`config.mk`:
```
export PLATFORM = sky130hd
export DESIGN_NAME = pulse_capture
export DESIGN_NICKNAME = d
export VERILOG_FILES = /design/src/rtl/pulse_capture_pkg.sv /design/src/rtl/pulse_capture_edge_sync.sv /design/src/rtl/pulse_capture.sv
export SDC_FILE = /design/constraint.sdc
export NUM_CORES = 1
export LEC_CHECK = 0
export BUFFER_PORTS_ARGS = -buffer_cell sky130_fd_sc_hd__buf_2
export CORE_ASPECT_RATIO = 2
export CORE_UTILIZATION = 37
export CTS_CLUSTER_SIZE = 8
export DETAILED_ROUTE_END_ITERATION = 6
export PLACE_DENSITY_LB_ADDON = 0.12
export SYNTH_ARGS = -nofsm -noshare
export SYNTH_HDL_FRONTEND = slang
export SYNTH_SLANG_ARGS = --single-unit
export TNS_END_PERCENT = 10
```
`constraint.sdc`:
```
create_clock -name clk -period 2.38 [get_ports clk]
set_clock_uncertainty 0.2 [all_clocks]
set_input_delay 0.119 -clock clk [delete_from_list [all_inputs] [get_ports clk]]
set_output_delay 0.119 -clock clk [all_outputs]
set_load 0.03 [all_outputs]
```
`src/rtl/pulse_capture_pkg.sv`:
```
// Shared types and default sizes for the pulse_capture input-capture block.
package pulse_capture_pkg;

   localparam int unsigned CNT_W_DEF       = 16;
   localparam int unsigned SYNC_STAGES_DEF = 2;

   typedef enum logic [1:0] {
      IDLE    = 2'd0,
      ARMED   = 2'd1,
      MEASURE = 2'd2
   } state_e;

endpackage

```
`src/rtl/pulse_capture_edge_sync.sv`:
```
// Synchronizes the asynchronous pulse line and emits a one-cycle rise strobe.
// Optional stability filter enabled by PULSE_CAPTURE_GLITCH_FILTER_EN.
module pulse_capture_edge_sync
   import pulse_capture_pkg::*;
#(
   parameter int unsigned SYNC_STAGES = SYNC_STAGES_DEF
) (
   input  logic clk,
   input  logic reset,
   input  logic pulse_in,
   output logic rise
);

   logic [SYNC_STAGES-1:0] sync_q;
   logic                   sync_lvl;

   always_ff @(posedge clk) begin
      if (!reset) sync_q <= '0;
      else        sync_q <= {sync_q[SYNC_STAGES-2:0], pulse_in};
   end

   assign sync_lvl = sync_q[SYNC_STAGES-1];

`ifdef PULSE_CAPTURE_GLITCH_FILTER_EN
   logic [1:0] hist_q;
   logic       filt_q;

   // Level is accepted only after three matching samples; rise fires as it flips high.
   always_ff @(posedge clk) begin
      if (!reset) begin
         hist_q <= '0;
         filt_q <= 1'b0;
         rise   <= 1'b0;
      end else begin
         hist_q <= {hist_q[0], sync_lvl};
         if ((sync_lvl == hist_q[0]) && (sync_lvl == hist_q[1])) filt_q <= sync_lvl;
         rise <= ~filt_q & sync_lvl & hist_q[0] & hist_q[1];
      end
   end
`else
   logic prev_q;

   always_ff @(posedge clk) begin
      if (!reset) begin
         prev_q <= 1'b0;
         rise   <= 1'b0;
      end else begin
         prev_q <= sync_lvl;
         rise   <= sync_lvl & ~prev_q;
      end
   end
`endif

endmodule

```
`src/rtl/pulse_capture.sv`:
```
// Input-capture peripheral: measures clk cycles between rising edges of pulse_in.
// Build option PULSE_CAPTURE_GLITCH_FILTER_EN adds a glitch filter in the edge path.
module pulse_capture
   import pulse_capture_pkg::*;
#(
   parameter int unsigned CNT_W       = CNT_W_DEF,
   parameter int unsigned SYNC_STAGES = SYNC_STAGES_DEF
) (
   input  logic             clk,
   input  logic             reset,
   input  logic             enable,
   input  logic             pulse_in,
   output logic [CNT_W-1:0] period,
   output logic             valid,
   input  logic             ack,
   output logic             ovf,
   output logic             overrun,
   input  logic             clr_overrun
);

   localparam logic [CNT_W-1:0] CNT_MAX = '1;

   state_e           state_q, state_d;
   logic [CNT_W-1:0] cnt_q, cnt_d;
   logic             rise;
   logic             sat_c;
   logic             cap_c;
   logic             cap_ovf_c;

   pulse_capture_edge_sync #(
      .SYNC_STAGES (SYNC_STAGES)
   ) u_edge_sync (
      .clk      (clk),
      .reset    (reset),
      .pulse_in (pulse_in),
      .rise     (rise)
   );

   assign sat_c = (cnt_q == CNT_MAX);

   always_ff @(posedge clk) begin
      if (!reset) begin
         state_q <= IDLE;
         cnt_q   <= '0;
      end else begin
         state_q <= state_d;
         cnt_q   <= cnt_d;
      end
   end

   always_comb begin
      state_d = state_q;
      case (state_q)
         IDLE:    if (enable) state_d = ARMED;
         ARMED:   if (!enable) state_d = IDLE;
                  else if (rise) state_d = MEASURE;
         MEASURE: if (!enable) state_d = IDLE;
                  else if (!rise && sat_c) state_d = ARMED;
         default: state_d = IDLE;
      endcase
   end

   // Counter restarts at 1 on every edge so back-to-back periods need no gap.
   always_comb begin
      cnt_d     = '0;
      cap_c     = 1'b0;
      cap_ovf_c = 1'b0;
      case (state_q)
         ARMED: begin
            if (enable && rise) cnt_d = CNT_W'(1);
         end
         MEASURE: begin
            if (enable) begin
               if (rise) begin
                  cap_c = 1'b1;
                  cnt_d = CNT_W'(1);
               end else if (sat_c) begin
                  cap_c     = 1'b1;
                  cap_ovf_c = 1'b1;
               end else begin
                  cnt_d = cnt_q + CNT_W'(1);
               end
            end
         end
         default: ;
      endcase
   end

   // A capture with ack pending in the same cycle still loads; otherwise it is dropped.
   always_ff @(posedge clk) begin
      if (!reset) begin
         period  <= '0;
         valid   <= 1'b0;
         ovf     <= 1'b0;
         overrun <= 1'b0;
      end else begin
         if (cap_c && (!valid || ack)) begin
            period <= cnt_q;
            ovf    <= cap_ovf_c;
            valid  <= 1'b1;
         end else if (valid && ack) begin
            valid <= 1'b0;
         end
         if (cap_c && valid && !ack) overrun <= 1'b1;
         else if (clr_overrun)       overrun <= 1'b0;
      end
   end

endmodule

```
==> tab_implementation.tex, run 1 <==
\begin{tabular}{lr}
\hline
Metric & Value \\
\hline
\multicolumn{2}{l}{\textbf{Outcome}} \\
\quad Status & completed \\
\multicolumn{2}{l}{\textbf{Power}} \\
\quad Sum of internal, switching and leakage power & 1.323 mW \\
\quad Maximum vdd drop & 0.4816 mV \\
\quad Total leakage power & 0.8983 nW \\
\quad Power per unit of standard cell area & 630.0 nW/µm² \\
\multicolumn{2}{l}{\textbf{Synth}} \\
\quad Mean instance size in the synthesized netlist & $\sim$9.3 µm² \\
\quad Count of distinct cell types in the synthesized netlist & 35 \\
\quad Dominant register cell in the synthesized netlist & dfxtp\_1 \\
\quad Number of flops mapped to enable cells by yosys & 0 \\
\quad Mapped Area & 1819 µm² \\
\quad Warnings from Yosys & 0 \\
\quad Flip-flop and latch count after synthesis & 41 \\
\quad Number of nets produced by synthesis & 207 \\
\quad Post-synthesis async set-or-reset flop share & 0\% \\
\quad Sequential area share after synthesis & 45.12\% \\
\quad Cell count after synthesis & between 150 and 200 \\
\multicolumn{2}{l}{\textbf{Global route}} \\
\quad Overflow left after global routing & 0 \\
\quad Global-route usage over all layers & 15.52\% \\
\quad Pin count of the biggest net entering global routing & 40 \\
\quad Wire length of the first global-routing pass & 6106 µm \\
\quad Vias in the first global route & about 1400 \\
\quad Antenna violations before repair & 0 \\
\multicolumn{2}{l}{\textbf{Floorplanning}} \\
\quad Number of rows in the core area & 35 \\
\quad Die height & 101.2 µm \\
\quad DIE WIDTH & about 52 µm \\
\quad Die Footprint & 5218 µm² \\
\quad Floorplan Core Area & 4642 µm² \\
\quad I/O pin cnt & 25 \\
\quad Initial cell density of the core & 39.19\% \\
\multicolumn{2}{l}{\textbf{Cells and area}} \\
\quad Area growth, synth to finish & 15.41\% \\
\quad Final Net Count & 235 \\
\quad Diode count & 0 \\
\quad Cell area after layout & 2100 µm² \\
\quad Fraction of final layout cells with drive strength greater than 1 & 19.11\% \\
\multicolumn{2}{l}{\textbf{Route}} \\
\quad Total wirelength of the detailed-routed design & 3729 µm \\
\quad Via count & 1408 \\
\quad Length of the first detailed-routing pass in iterations & 4 \\
\quad Detailed-route wire length per cell & 13.32 µm \\
\quad DR DRC count & 0 \\
\quad Post-route ant nets & 0 \\
\quad DRC violation total after the first TritonRoute iteration & 17 \\
\quad Post-detailed-route via-to-cell ratio & 5.029 \\
\multicolumn{2}{l}{\textbf{CTS}} \\
\quad Depth of the CTS H-tree & 2 \\
\quad TritonCTS clock tree & yes \\
\quad Number of sinks driven by the clock tree & 41 \\
\quad Clock insertion delay at the later pin of the skew report & 0.29 ns \\
\quad Cell chosen for the clock root & clkbuf\_8 \\
\quad Clock slew seen by the registers of the worst setup and hold paths & 0.08 ns \\
\quad Number of buffers created by CTS & 5 \\
\quad Maximum clock insertion buffer count & 2 \\
\multicolumn{2}{l}{\textbf{Hold path}} \\
\quad Worst min-delay path category & reg2reg \\
\quad Endpoint with the worst hold slack & u\_edge\_sync.rise \\
\quad Source of the worst hold timing path & u\_edge\_sync.prev\_q \\
\quad Instance count along the most critical hold path & 1 \\
\multicolumn{2}{l}{\textbf{Worst setup path}} \\
\quad Worst reg2reg setup slack & 0.37 ns \\
\quad Arrival time of the worst setup path & slightly above 2 ns \\
\quad Reg2reg start & cnt\_q[0] \\
\quad Type of element capturing the critical path & register \\
\quad Maximum fanout encountered on the critical timing path & 15 \\
\quad Register-to-Register Path Depth & 5 \\
\quad Worst path required time & approximately 2.4 ns \\
\quad Kind of start point of the critical path & register \\
\quad End of the worst register-to-register path & period[5] \\
\quad Crit Path Class & reg2reg \\
\multicolumn{2}{l}{\textbf{Placement}} \\
\quad Number of buffers added on ports & 24 \\
\quad Cell area after placement & 1931 µm² \\
\quad Global placer's final weighted congestion & 0.7371 \\
\quad Placed wire-length estimate after detailed placement & 2623 µm \\
\multicolumn{2}{l}{\textbf{STA}} \\
\quad Shortest clock period the worst path allows after layout & 2.005 ns \\
\quad Share of the cycle needed by the critical path after routing & 84.25\% \\
\quad Rel. slew slack & between 50\% and 60\% \\
\quad Achievable clock frequency & 0.4987 GHz \\
\quad Final max-slew violation count & 0 \\
\quad Final setup viols & 0 \\
\quad Final number of hold-violating endpoints & 0 \\
\quad Sum Neg Setup Slack & 0 ns \\
\quad Pin slew with the least headroom to its limit & 0.6422 ns \\
\quad Unrepaired setup endpoints after global routing & false \\
\multicolumn{2}{l}{\textbf{Job}} \\
\quad Max cap viols & 0 \\
\hline
\end{tabular}
[worst max-delay path, stage by stage, from the launching register on]
cell	delay, ns
dfxtp_1	0.35
ha_1	0.23
and3_1	0.20
and4_4	0.18
o21ai_4	0.51
mux2i_1	0.26
[where the power goes]
group | leakage (nW) | total, mW | switching (mW) | internal (mW)
combinational | 0.516 | 0.130 | 0.0704 | 0.0598
clock | 0.0512 | 0.479 | 0.244 | 0.235
sequential | 0.331 | 0.713 | 0.0139 | 0.700
[area by class of cell]
type | instances | area [µm²]
Clock inverter | 2 | 13.76
Inverter | 6 | 22.52
Timing Repair Buffer | 33 | 202.7
Tap cell | 55 | 68.82
Multi-Input combinational cell | 137 | 888.4
Sequential cell | 41 | 820.8
Clock buffer | 6 | 82.58
Fill cell | 483 | 2542
[flip-flops by register name, summed over array words and instances, names as in the netlist]
signal and count:
cnt_q 16, ovf 1, valid 1, state_q 2, u_edge_sync.prev_q 1, period 16
overrun 1, u_edge_sync.sync_q 2, u_edge_sync.rise 1
[how the worst max path moves through the flow]
stage          slack [ns]        end  cells past startpoint      from
2_1_floorplan        0.31  cnt_q[12]                      9  cnt_q[0]
3_3_place_gp         0.19  period[0]                      5  cnt_q[0]
3_5_place_dp         0.09  period[3]                      5  cnt_q[0]
4_1_cts              0.07  period[3]                      5  cnt_q[0]
5_1_grt              0.25  period[6]                      5  cnt_q[0]
6_report             0.37  period[5]                      5  cnt_q[0]
[logic make-up after synthesis]
logic type	share of synthesized area, %
flops	45.12
compound gates	5.915
mux	10.52
fa+ha+maj	3.439
simple gates	22.49
buf+inv	6.740
xor+xnor	5.778
[metal layers]
metal | track usage, % | wire length (µm) | vias up
met5 | 0 | 0 | -
met4 | 6.237 | 71 | 0
met3 | 3.303 | 102 | 6
met2 | 29.37 | 1979 | 27
met1 | 15.74 | 1576 | 659
li1 | - | - | 716
[cells in the mapped netlist (2+ instances only)]
cell,count,share of area [%]
dfxtp_1,41,45
nand2_1,37,7.6
mux2i_1,18,9.9
nor2_1,15,3.1
xor2_1,9,4.3
inv_1,6,1.2
nand3_1,6,1.7
nand4_1,6,2.1
a21oi_1,5,1.4
clkbuf_1,5,1.0
ha_1,5,3.4
o21ai_0,5,1.4
and2_1,4,1.4
buf_6,4,2.5
or3_1,4,1.4
xnor2_1,3,1.4
and3_1,2,0.69
and4_1,2,0.96
and4_2,2,1.1
nor2b_1,2,0.69
[what timing repair did]
action | 4_1_cts | 5_1_grt
endpoints found under the setup margin | 0 | 9
endpoints found under the hold margin | 5 | 0
setup buffers | 0 | 0
hold buffers | 6 | 0
gates resized for setup | 0 | 2
[cell usage in the layout (no fill, tap or decap), types with 3 or more instances in the layout]
cell type	Yosys	layout
dfxtp_1	41	41
nand2_1	37	37
buf_2	0	24
mux2i_1	18	18
nor2_1	15	15
xor2_1	9	9
inv_1	6	6
nand4_1	6	6
nand3_1	6	6
clkbuf_8	1	6
dlygate4sd3_1	0	6
o21ai_0	5	5
a21oi_1	5	5
ha_1	5	5
and2_1	4	4
or3_1	4	3
xnor2_1	3	3
buf_4	1	3
[through the flow]
stage / worst slack (ns) / hold WS (ns) / std cells / util (%)
after floorplan: 0.3064 / 0.04629 / 196 / -
after global placement: 0.1870 / 0.1235 / 266 / 41.59
after detailed placement: 0.09151 / 0.1289 / 266 / 41.59
after CTS: 0.06907 / 0.2056 / 280 / 44.96
after global routing: 0.2490 / 0.2108 / 280 / 45.23
final: 0.3748 / 0.1993 / 280 / 45.23
No activity file was read; power rests on OpenSTA's default activity.
==> run 2, diff against run 1 <==
- clock period: 2.38 -> 2.1 ns (I/O delays scaled with it)
==> tab_implementation.tex, run 2 (same netlist as run 1, synthesis figures left out) <==
\begin{tabular}{lr}
\hline
Metric & Value \\
\hline
\multicolumn{2}{l}{\textbf{Outcome}} \\
\quad Status & completed \\
\multicolumn{2}{l}{\textbf{Floorplanning}} \\
\quad Floorplan Core Area & 4642 µm² \\
\quad DIE WIDTH & roughly 52 µm \\
\quad Die Footprint & 5218 µm² \\
\quad Number of rows in the core area & 35 \\
\quad Die height & 101.2 µm \\
\quad I/O pin cnt & 25 \\
\quad Initial cell density of the core & 39.19\% \\
\multicolumn{2}{l}{\textbf{CTS}} \\
\quad Number of sinks driven by the clock tree & 41 \\
\quad Depth of the CTS H-tree & 2 \\
\quad Maximum clock insertion buffer count & 2 \\
\quad Clock slew seen by the registers of the worst setup and hold paths & 0.08 ns \\
\quad Number of buffers created by CTS & 5 \\
\quad Cell chosen for the clock root & clkbuf\_8 \\
\quad Clock insertion delay at the later pin of the skew report & 0.29 ns \\
\quad TritonCTS clock tree & yes \\
\multicolumn{2}{l}{\textbf{Power}} \\
\quad Total leakage power & 0.9775 nW \\
\quad Maximum vdd drop & roughly 0.44 mV \\
\quad Cell-internal power & 1.157 mW \\
\quad Part of the total power dissipated in sequential elements & between 50\% and 60\% \\
\quad Logic gate share of total power & 9.5\% \\
\quad Net load switching power & roughly 0.37 mW \\
\quad Power per unit of standard cell area & between 600 and 700 nW/µm² \\
\quad Part of the total power dissipated in the clock network & 37.5\% \\
\quad Sum of internal, switching and leakage power & between 1.5 and 2 mW \\
\quad Share of total power consumed by net switching & 24.08\% \\
\multicolumn{2}{l}{\textbf{Global route}} \\
\quad Met1 layer usage reported by global route & approximately 18\% \\
\quad Antenna violations before repair & 0 \\
\quad Global-route usage over all layers & 16.92\% \\
\quad Pin count of the biggest net entering global routing & 40 \\
\quad Vias in the first global route & 1426 \\
\quad Overflow left after global routing & 0 \\
\quad Met2 Usage GRT & 31.17\% \\
\quad Highest-utilization routing layer at the global route stage & met2 \\
\quad Met3 Use GR & between 3 and 4\% \\
\quad Wire length of the first global-routing pass & 6513 µm \\
\multicolumn{2}{l}{\textbf{Worst setup path}} \\
\quad Endpoint of the worst setup timing path & cnt\_q[15] \\
\quad Type of element capturing the critical path & register \\
\quad Maximum fanout encountered on the critical timing path & 15 \\
\quad Arrival time of the worst setup path & 1.98 ns \\
\quad End of the worst register-to-register path & cnt\_q[15] \\
\quad Kind of start point of the critical path & register \\
\quad Worst path required time & 2.13 ns \\
\quad Register-to-Register Path Depth & 6 \\
\quad Startpoint of the most critical setup path & cnt\_q[0] \\
\quad Crit Path Class & reg2reg \\
\quad Reg2reg start & cnt\_q[0] \\
\quad Worst reg2reg setup slack & between 0.1 and 0.15 ns \\
\multicolumn{2}{l}{\textbf{STA}} \\
\quad Pin slew with the least headroom to its limit & between 0.3 and 0.4 ns \\
\quad Share of the cycle needed by the critical path after routing & 92.95\% \\
\quad Final max-slew violation count & 0 \\
\quad Rel. slew slack & 74.13\% \\
\quad Achievable clock frequency & 0.5123 GHz \\
\quad Final setup viols & 0 \\
\quad Unrepaired setup endpoints after global routing & false \\
\quad Least setup slack across all paths after layout & $\sim$0.15 ns \\
\quad Final number of hold-violating endpoints & 0 \\
\quad Shortest clock period the worst path allows after layout & $\sim$2.0 ns \\
\multicolumn{2}{l}{\textbf{Cells and area}} \\
\quad Post-layout utilization of the core & a little under half \\
\quad Largest registers ranked by flip-flop count & cnt\_q (16), period (16) \\
\quad Final Net Count & 248 \\
\quad Fraction of final layout cells with drive strength greater than 1 & 23.53\% \\
\quad Area growth, synth to finish & 21.73\% \\
\quad Final Instance Count excl. Fillers & 293 \\
\quad Commonest cells after routing, fill and taps aside & dfxtp\_1 (41), nand2\_1 (37), buf\_2 (24) \\
\quad Diode count & 0 \\
\quad Leading cell type in the layout, fill and taps excluded & dfxtp\_1 \\
\multicolumn{2}{l}{\textbf{Route}} \\
\quad Total wirelength of the detailed-routed design & between 3000 and 4000 µm \\
\quad Post-route ant nets & 0 \\
\quad Detailed-route wire length per cell & 13.56 µm \\
\quad Via count & 1466 \\
\quad Length of the first detailed-routing pass in iterations & 4 \\
\quad DR DRC count & 0 \\
\quad Post-detailed-route via-to-cell ratio & around 5 \\
\quad DRC violation total after the first TritonRoute iteration & 34 \\
\multicolumn{2}{l}{\textbf{Placement}} \\
\quad Global placer's final weighted congestion & between 0.6 and 0.7 \\
\quad Placed wire-length estimate after detailed placement & about 2800 µm \\
\quad Number of buffers added on ports & 24 \\
\quad Number of placed instances, taps included & 278 \\
\quad Post-Place Setup Slack & -0.1594 ns \\
\multicolumn{2}{l}{\textbf{Hold path}} \\
\quad Worst min-delay path category & reg2reg \\
\multicolumn{2}{l}{\textbf{Job}} \\
\quad Max cap viols & 0 \\
\hline
\end{tabular}
run 2: cell count changes in the layout (fill, tap and decap cells not counted), sizes merged:
cell    change
buf        +13
clkbuf      +1
clkinv      -1
run 2: area by class of cell:
type	count	area, µm²
Clock buffer	7	96.34
Clock inverter	1	5.005
Fill cell	485	2427
Inverter	6	22.52
Multi-Input combinational cell	137	888.4
Sequential cell	41	820.8
Tap cell	55	68.82
Timing Repair Buffer	46	312.8
run 2: metal layers:
metal	vias to the layer above	share of wire, %
li1	735	-
met1	700	39
met2	24	55
met3	7	3.2
met4	0	2.0
met5	-	0
run 2: through the flow:
stage	hold WS, ns	area, µm²	TNS (ns)
after CTS	0.1993	2195	0
final	0.1920	2215	0
after global routing	0.2072	2215	0
after floorplan	0.03229	1819	0
after global placement	0.1101	2021	-0.7773
after detailed placement	0.1154	2021	-1.768
run 2: worst min path at each step:
stage	slack (ns)	from	cells after the start	endpoint
3_3_place_gp	0.11	pulse_in	2	u_edge_sync.sync_q[0]
3_5_place_dp	0.12	pulse_in	2	u_edge_sync.sync_q[0]
2_1_floorplan	0.03	pulse_in	1	u_edge_sync.sync_q[0]
4_1_cts	0.20	u_edge_sync.prev_q	1	u_edge_sync.rise
5_1_grt	0.21	u_edge_sync.prev_q	1	u_edge_sync.rise
6_report	0.19	u_edge_sync.prev_q	1	u_edge_sync.rise
run 2: repair_timing:
action                     CTS  global route
gates resized for setup      2             0
setup buffers                0             1
cloned                       0             0
hold buffers                 6             0
setup endpoints to repair   26             1
hold endpoints to repair     5             0
pin swaps                    0             1
run 2: power groups by stage:
stage                     clock network [mW]  logic (mW)  registers (mW)
after floorplan                            0       0.104           0.826
after global placement                     0       0.128           0.825
final                                  0.571       0.144           0.808
after CTS                              0.590       0.145           0.808
after detailed placement                   0       0.136           0.826
after global routing                   0.618       0.159           0.810
run 2: critical path, stage by stage (launching register included):
cell and delay (ns):
dfxtp_1 0.32, ha_1 0.21, and3_1 0.20, and4_4 0.18, buf_4 0.16, or3_4 0.47
a21oi_1 0.14
